<file path="src/rtl/rformat_pkg.sv">
// Shared ALU operation encodings for the R-format execute/writeback unit.
package rformat_pkg;

    localparam int OP_W = 3;

    typedef logic [OP_W-1:0] alu_op_t;

    localparam alu_op_t OP_AND = 3'b000;
    localparam alu_op_t OP_OR  = 3'b001;
    localparam alu_op_t OP_ADD = 3'b010;
    localparam alu_op_t OP_XOR = 3'b011;
    localparam alu_op_t OP_NOR = 3'b100;
    localparam alu_op_t OP_RSV = 3'b101;
    localparam alu_op_t OP_SUB = 3'b110;
    localparam alu_op_t OP_SLT = 3'b111;

endpackage

</file>
<file path="src/rtl/rformat_exec_unit_if.sv">
// Instruction-in / result-out handshake bundle between decode, the execute unit and its consumer.
interface rformat_exec_unit_if #(
    parameter int DATA_W = 32,
    parameter int AW     = 5
);
    import rformat_pkg::*;

    logic              in_valid;
    logic              in_ready;
    alu_op_t           alu_op;
    logic [AW-1:0]     rs_addr;
    logic [AW-1:0]     rt_addr;
    logic [AW-1:0]     rd_addr;
    logic              res_valid;
    logic              res_ready;
    logic [AW-1:0]     res_addr;
    logic [DATA_W-1:0] res_data;

    modport master (
        output in_valid, alu_op, rs_addr, rt_addr, rd_addr, res_ready,
        input  in_ready, res_valid, res_addr, res_data
    );

    modport slave (
        input  in_valid, alu_op, rs_addr, rt_addr, rd_addr, res_ready,
        output in_ready, res_valid, res_addr, res_data
    );

endinterface

</file>
<file path="src/rtl/rformat_exec_unit_alu_core.sv">
// Combinational R-format ALU; ovf reports signed overflow for ADD and SUB only.
module alu_core import rformat_pkg::*; #(
    parameter int DATA_W = 32
) (
    input  alu_op_t                  op,
    input  logic signed [DATA_W-1:0] a,
    input  logic signed [DATA_W-1:0] b,
    output logic signed [DATA_W-1:0] result,
    output logic                     ovf
);

    logic signed [DATA_W-1:0] sum;
    logic signed [DATA_W-1:0] diff;

    // Overflow when both addends share a sign that the result does not.
    function automatic logic add_ovf(input logic sa, input logic sb, input logic sr);
        return (sa == sb) && (sr != sa);
    endfunction

    assign sum  = a + b;
    assign diff = a - b;

    always_comb begin
        result = '0;
        ovf    = 1'b0;
        case (op)
            OP_AND: result = a & b;
            OP_OR:  result = a | b;
            OP_ADD: begin
                result = sum;
                ovf    = add_ovf(a[DATA_W-1], b[DATA_W-1], sum[DATA_W-1]);
            end
            OP_XOR: result = a ^ b;
            OP_NOR: result = ~(a | b);
            OP_RSV: result = '0;
            OP_SUB: begin
                result = diff;
                ovf    = add_ovf(a[DATA_W-1], ~b[DATA_W-1], diff[DATA_W-1]);
            end
            OP_SLT: result = (a < b) ? DATA_W'(1) : '0;
            default: result = '0;
        endcase
    end

endmodule

</file>
<file path="src/rtl/rformat_exec_unit.sv">
// R-format execute/writeback: regfile, ALU, one EX register with valid/ready and EX->read forwarding.
// Optional RFMT_OVF_TRAP_EN: signed ADD/SUB overflow suppresses the writeback and pulses ovf_flag.
module rformat_exec_unit import rformat_pkg::*; #(
    parameter int DATA_W = 32,
    parameter int NREGS  = 32,
    parameter int CNT_W  = 16,
    localparam int AW    = $clog2(NREGS)
) (
    input  logic                 clk,
    input  logic                 reset_input,
    rformat_exec_unit_if.slave   bus,
    input  logic [AW-1:0]        dbg_addr,
    output logic [DATA_W-1:0]    dbg_data,
    output logic [CNT_W-1:0]     retired
`ifdef RFMT_OVF_TRAP_EN
    ,
    output logic                 ovf_flag
`endif
);

    logic [DATA_W-1:0]        regs [NREGS];

    logic signed [DATA_W-1:0] op_a_p0;
    logic signed [DATA_W-1:0] op_b_p0;
    logic signed [DATA_W-1:0] alu_res_p0;

    logic                     vld_p1;
    logic [AW-1:0]            res_addr_p1;
    logic signed [DATA_W-1:0] res_data_p1;

    logic                     accept;
    logic                     commit;
    logic                     wr_en;

    assign accept = bus.in_valid && bus.in_ready;
    assign commit = vld_p1 && bus.res_ready;

    assign bus.in_ready  = !vld_p1 || bus.res_ready;
    assign bus.res_valid = vld_p1;
    assign bus.res_addr  = res_addr_p1;
    assign bus.res_data  = res_data_p1;

    assign dbg_data = (dbg_addr == '0) ? '0 : regs[dbg_addr];

    // Read stage: the held EX result is newer than the regfile until it commits.
    assign op_a_p0 = (bus.rs_addr == '0)                      ? '0 :
                     (vld_p1 && bus.rs_addr == res_addr_p1)  ? res_data_p1 :
                                                                regs[bus.rs_addr];
    assign op_b_p0 = (bus.rt_addr == '0)                      ? '0 :
                     (vld_p1 && bus.rt_addr == res_addr_p1)  ? res_data_p1 :
                                                                regs[bus.rt_addr];

`ifdef RFMT_OVF_TRAP_EN
    logic alu_ovf_p0;
    logic ovf_p1;

    assign wr_en = commit && (res_addr_p1 != '0) && !ovf_p1;

    always_ff @(posedge clk or negedge reset_input) begin
        if (!reset_input) begin
            ovf_p1   <= 1'b0;
            ovf_flag <= 1'b0;
        end else begin
            if (accept)
                ovf_p1 <= alu_ovf_p0;
            ovf_flag <= commit && ovf_p1;
        end
    end
`else
    logic alu_ovf_unused;

    assign wr_en = commit && (res_addr_p1 != '0);
`endif

    alu_core #(.DATA_W(DATA_W)) u_alu (
        .op     (bus.alu_op),
        .a      (op_a_p0),
        .b      (op_b_p0),
        .result (alu_res_p0),
`ifdef RFMT_OVF_TRAP_EN
        .ovf    (alu_ovf_p0)
`else
        .ovf    (alu_ovf_unused)
`endif
    );

    // EX stage: a simultaneous commit and accept reloads the register in place.
    always_ff @(posedge clk or negedge reset_input) begin
        if (!reset_input) begin
            vld_p1      <= 1'b0;
            res_addr_p1 <= '0;
            res_data_p1 <= '0;
        end else if (accept) begin
            vld_p1      <= 1'b1;
            res_addr_p1 <= bus.rd_addr;
            res_data_p1 <= alu_res_p0;
        end else if (commit) begin
            vld_p1      <= 1'b0;
        end
    end

    // Writeback stage
    always_ff @(posedge clk or negedge reset_input) begin
        if (!reset_input) begin
            for (int i = 0; i < NREGS; i++)
                regs[i] <= '0;
            retired <= '0;
        end else begin
            if (wr_en)
                regs[res_addr_p1] <= res_data_p1;
            if (commit)
                retired <= retired + CNT_W'(1);
        end
    end

endmodule

</file>
<file path="src/flat_wrapper.sv">
// flat-port wrapper written by rule: the top's interface ports become plain ports
module rformat_exec_unit_flat import rformat_pkg::*;
#(
    parameter int DATA_W = 32,
    parameter int NREGS  = 32,
    parameter int CNT_W  = 16,
    localparam int AW    = $clog2(NREGS)
)
  (clk, reset_input, dbg_addr, dbg_data, retired, bus_in_valid, bus_alu_op, bus_rs_addr, bus_rt_addr, bus_rd_addr, bus_res_ready, bus_in_ready, bus_res_valid, bus_res_addr, bus_res_data);
  rformat_exec_unit_if #(.DATA_W(DATA_W), .AW((5))) bus_i ();
  input  logic clk;
  input  logic reset_input;
  input  logic [AW-1:0] dbg_addr;
  output logic [DATA_W-1:0] dbg_data;
  output logic [CNT_W-1:0] retired;
  input wire logic [$bits(bus_i.in_valid)-1:0] bus_in_valid;
  input wire logic [$bits(bus_i.alu_op)-1:0] bus_alu_op;
  input wire logic [$bits(bus_i.rs_addr)-1:0] bus_rs_addr;
  input wire logic [$bits(bus_i.rt_addr)-1:0] bus_rt_addr;
  input wire logic [$bits(bus_i.rd_addr)-1:0] bus_rd_addr;
  input wire logic [$bits(bus_i.res_ready)-1:0] bus_res_ready;
  output wire logic [$bits(bus_i.in_ready)-1:0] bus_in_ready;
  output wire logic [$bits(bus_i.res_valid)-1:0] bus_res_valid;
  output wire logic [$bits(bus_i.res_addr)-1:0] bus_res_addr;
  output wire logic [$bits(bus_i.res_data)-1:0] bus_res_data;
  assign bus_i.in_valid = bus_in_valid;
  assign bus_i.alu_op = bus_alu_op;
  assign bus_i.rs_addr = bus_rs_addr;
  assign bus_i.rt_addr = bus_rt_addr;
  assign bus_i.rd_addr = bus_rd_addr;
  assign bus_i.res_ready = bus_res_ready;
  assign bus_in_ready = bus_i.in_ready;
  assign bus_res_valid = bus_i.res_valid;
  assign bus_res_addr = bus_i.res_addr;
  assign bus_res_data = bus_i.res_data;
  rformat_exec_unit #(.DATA_W(DATA_W), .NREGS(NREGS), .CNT_W(CNT_W)) u_core (.clk(clk), .reset_input(reset_input), .bus(bus_i), .dbg_addr(dbg_addr), .dbg_data(dbg_data), .retired(retired));
endmodule
</file>
<file path="config.mk">
export PLATFORM = sky130hd
export DESIGN_NAME = rformat_exec_unit_flat
export DESIGN_NICKNAME = d
export VERILOG_FILES = /design/src/rtl/rformat_pkg.sv /design/src/rtl/rformat_exec_unit_if.sv /design/src/rtl/rformat_exec_unit_alu_core.sv /design/src/rtl/rformat_exec_unit.sv /design/src/flat_wrapper.sv
export SDC_FILE = /design/constraint.sdc
export NUM_CORES = 2
export LEC_CHECK = 0
export CAP_MARGIN = 20
export CORE_UTILIZATION = 25
export CTS_CLUSTER_DIAMETER = 40
export DETAILED_ROUTE_END_ITERATION = 8
export HOLD_SLACK_MARGIN = 0.15
export PLACE_DENSITY = 0.42
export RECOVER_POWER = 25
export SLEW_MARGIN = 20
export SYNTH_ARGS = -nofsm -noshare
export SYNTH_HDL_FRONTEND = slang
export SYNTH_SLANG_ARGS = --single-unit
</file>
<file path="constraint.sdc">
create_clock -name clk -period 5.35 [get_ports clk]
set_input_delay 1.07 -clock clk [delete_from_list [all_inputs] [get_ports clk]]
set_output_delay 1.07 -clock clk [all_outputs]
set_load 0.03 [all_outputs]
</file>
==> metrics.md <==
| Metric | Value |
|---|---|
| Crit. Startpoint | `bus_rt_addr[0]` |
| Synth unique cells | `just over 80` |
| Worst hold path class | `flop to flop` |
| Vias per inst | `5.35` |
| Pwr dens | `a little over 500 nW/um2` |
| Crit path time final | `around 5.2 ns` |
| Largest net degree at the start of global routing | `150` |
| Die Y | `about 530 um` |
| Max Cap Violations | `7` |
| Setup Buffers After CTS | `0` |
| Ys flop type | `dfrtp_1` |
| Initial core utilization | `25.2%` |
| Worst hold start | `u_core.regs[1016]$_DFFE_PN0P_` |
| Avg Cell Area, Syn | `between 10 and 15 um2` |
| DP Wirelength | `188000 um` |
| Failing checks | `DRC, capacitance limit, slew limit` |
| Top Ports | `~110` |
| Setup Crit Path Kind | `input pin to flop` |
| Core area | `280000 um2` |
| First-pass GRT wire length | `around 420000 um` |
| Hold Violations, Final | `0` |
| Register area share after synthesis | `38.3%` |
| Cells after DPL | `approximately 8900` |
| Final net count | `approximately 5600` |
| CP arrival | `6.04 ns` |
| Root Driver | `clkbuf_16` |
| First-pass detailed-route iteration total | `8` |
| Grt ovf | `0` |
| Post-Route WL | `290000 um` |
| Beginning of the worst register-to-register path | `u_core.regs[128]$_DFFE_PN0P_` |
| Element type at the critical path end | `flop` |
| Final setup viols | `0` |
| Post-CTS Hold Buffers | `0` |
| Number of synthesized flops with an enable pin | `0` |
| Post-Syn Area | `70400 um2` |
| Clock buffer count from CTS | `about 240` |
| CTS Sinks | `approximately 1100` |
| Port buffer count | `113` |
| FF/Latch Area | `27000 um2` |
| Post-synth ARST share | `100%` |
| Vias in the first global route | `52700` |
| Max-slew violations | `between 500 and 600` |
| Post-Layout Cell Count | `9376` |
| Die width | `533 um` |
| Area of the multi-input gates | `41100 um2` |
| CTS tree | `built` |
| Max Clock Freq | `0.191 GHz` |
| Routability Congestion | `0.899` |
| Clock skew | `0.0806 ns` |
| CP required | `6.16 ns` |
| Ratio of cells with drive above 1 in the final layout | `56.0%` |
| Slew HR | `-78.2%` |
| Leak Pwr | `38.6 nW` |
| Buffer levels on the longest clock path | `3` |
| Iter 0 DRT Violations | `~4300` |
| Cells after synthesis | `4942` |
| Maximum vdd drop | `336 uV` |
| Tcrit/Tclk final | `97.8%` |
| Crit path max fanout | `11` |
| Synth Register Bits | `1078` |
| Yosys warns | `0` |
| Outcome | `finished, violations left` |
| Tot GR Track Use | `20.4%` |
| Routed len/inst | `30.9 um` |
| Post-route DRC | `24` |
| Worst-path clk slew | `0.05 ns` |
| Worst slew pin tran | `2.67 ns` |
| FP Rows | `194` |
| Final ANT Viol Nets | `0` |
| DR vias | `~50000` |
| Initial antenna violation count | `9` |
| Fillers | `27600` |
| Htree depth | `4` |
| Startpoint types | `input pin` |
| Setup TNS | `0 ns` |
| Worst skew pair latency | `~0.9 ns` |
| Area delta synth->final | `26.4%` |
| Die Area | `approximately 280000 um2` |
| Syn Nets | `5071` |
-- logic make-up (layout without fill, tap and decap cells) --
kind of cell / count (synthesis) / count (layout) / synth area share, %
compound gates: 484 / 484 / 4.56
xor+xnor: 38 / 38 / 0.473
fa+ha+maj: 102 / 102 / 1.83
buf+inv: 651 / 1360 / 3.63
flops: 1078 / 1078 / 38.3
mux: 2063 / 2063 / 47.7
other cells: 0 / 1 / 0
simple gates: 526 / 526 / 3.44
-- synth_stat cells (all sizes together) (7+ instances only) --
cell | n | area [um2]
mux2 | 994 | 11200
nand4 | 10 | 62.6
or2 | 7 | 43.8
buf | 174 | 761
a31o | 9 | 78.8
and2 | 14 | 87.6
o211ai | 43 | 323
a21oi | 110 | 554
nor2b | 45 | 282
a21o | 27 | 203
or3 | 10 | 67.6
inv | 101 | 379
nand2 | 173 | 649
dfrtp | 1078 | 27000
a31oi | 21 | 131
mux4 | 935 | 21100
nor2 | 168 | 631
o21bai | 8 | 60.1
nor3 | 27 | 135
a221oi | 9 | 85.1
xor2 | 18 | 158
nor4 | 8 | 50.1
xnor2 | 20 | 175
a211oi | 39 | 293
o22ai | 24 | 150
o221ai | 13 | 114
o21ai | 106 | 534
ha | 100 | 1250
o31ai | 12 | 95.1
and3 | 10 | 62.6
mux2i | 134 | 1340
nand3 | 21 | 105
clkbuf | 375 | 1410
nand2b | 14 | 87.6
-- layer usage --
metal	GRT usage (%)	wire length, um	part of all wire, %
met1	28.1	128000	44
met2	32.1	135000	46
met3	3.89	17600	6.1
met4	6.91	9620	3.3
met5	0	23	0.0079
-- worst max-delay path: stages --
cell and delay, ns:
buf_8 0.13, buf_12 0.16, buf_12 0.17, mux4_2 0.52, mux4_2 0.51, mux2i_1 0.19, buf_4 0.15, nand2_1 0.05
o211ai_1 0.25, ha_1 0.37, or3_4 0.41, or3_1 0.33, a21oi_2 0.21, o21ai_2 0.13, o31ai_4 0.26, buf_4 0.18
a31oi_1 0.17, o32ai_2 0.27, mux2_2 0.36, a21oi_1 0.12
-- worst paths after layout --
| path | cells after the start | to | slack [ns] |
|---|---|---|---|
| min | 0 | u_core.regs[1016]$_DFFE_PN0P_ | 0.41 |
| min in group asynchronous | 1 | u_core.regs[478]$_DFFE_PN0P_ | 1.04 |
| max in group asynchronous | 2 | u_core.retired[15]$_DFFE_PN0P_ | 0.68 |
| max | 20 | u_core.bus.res_data[29]$_DFFE_PN0P_ | 0.12 |
| max reg2reg | 19 | u_core.bus.res_data[30]$_DFFE_PN0P_ | 0.29 |
| min reg2reg | 0 | u_core.regs[1016]$_DFFE_PN0P_ | 0.41 |
-- registers in the layout, indices dropped and copies added, names as in the netlist --
register / count
u_core.regs: 1024
u_core.bus.res_addr: 5
u_core.bus.res_valid: 1
u_core.retired: 16
u_core.bus.res_data: 32
-- power by group --
| part | switching [mW] | internal, mW |
|---|---|---|
| registers | 2.69 | 10.6 |
| logic | 7.39 | 8.89 |
| clock network | 5.25 | 10.3 |
-- cell usage in the layout (no fill, tap or decap), types with 61 or more instances in the layout --
cell type | synthesis | final
dfrtp_1 | 1078 | 1078
mux2_2 | 994 | 994
mux4_2 | 935 | 935
buf_4 | 1 | 642
clkbuf_16 | 0 | 235
nand2_1 | 173 | 160
nor2_1 | 168 | 149
mux2i_1 | 134 | 132
a21oi_1 | 109 | 109
o21ai_0 | 101 | 101
inv_1 | 100 | 100
ha_1 | 100 | 100
buf_12 | 0 | 78
clkdlybuf4s50_1 | 0 | 61
-- cell type report --
class	instances	share of cell area, %
Inverter	102	0.430
Tap cell	3724	5.24
Clock inverter	154	2.41
Timing Repair Buffer	813	8.16
Clock buffer	291	7.19
Sequential cell	1078	30.3
Multi-Input combinational cell	3213	46.2
Antenna cell	1	0.00281
-- repair_timing --
item / in CTS / in global routing
endpoints found under the setup margin: 0 / 10
gates resized for setup: 0 / 9
endpoints found under the hold margin: 0 / 0
-- through the flow --
stage	util [%]	total power [mW]	hold WS (ns)	setup slack (ns)	instance area, um2
6_report	31.8	45.1	0.413	0.118	89000
2_1_floorplan	-	22.9	0.458	-0.0267	70600
5_1_grt	31.8	47.4	0.429	-0.00626	89000
3_5_place_dp	28.8	29.6	0.402	-0.946	80500
3_3_place_gp	28.8	29.4	0.396	-0.969	80500
4_1_cts	31.8	45.4	0.236	0.000200	89000
Power figures use the tool's default switching activity.
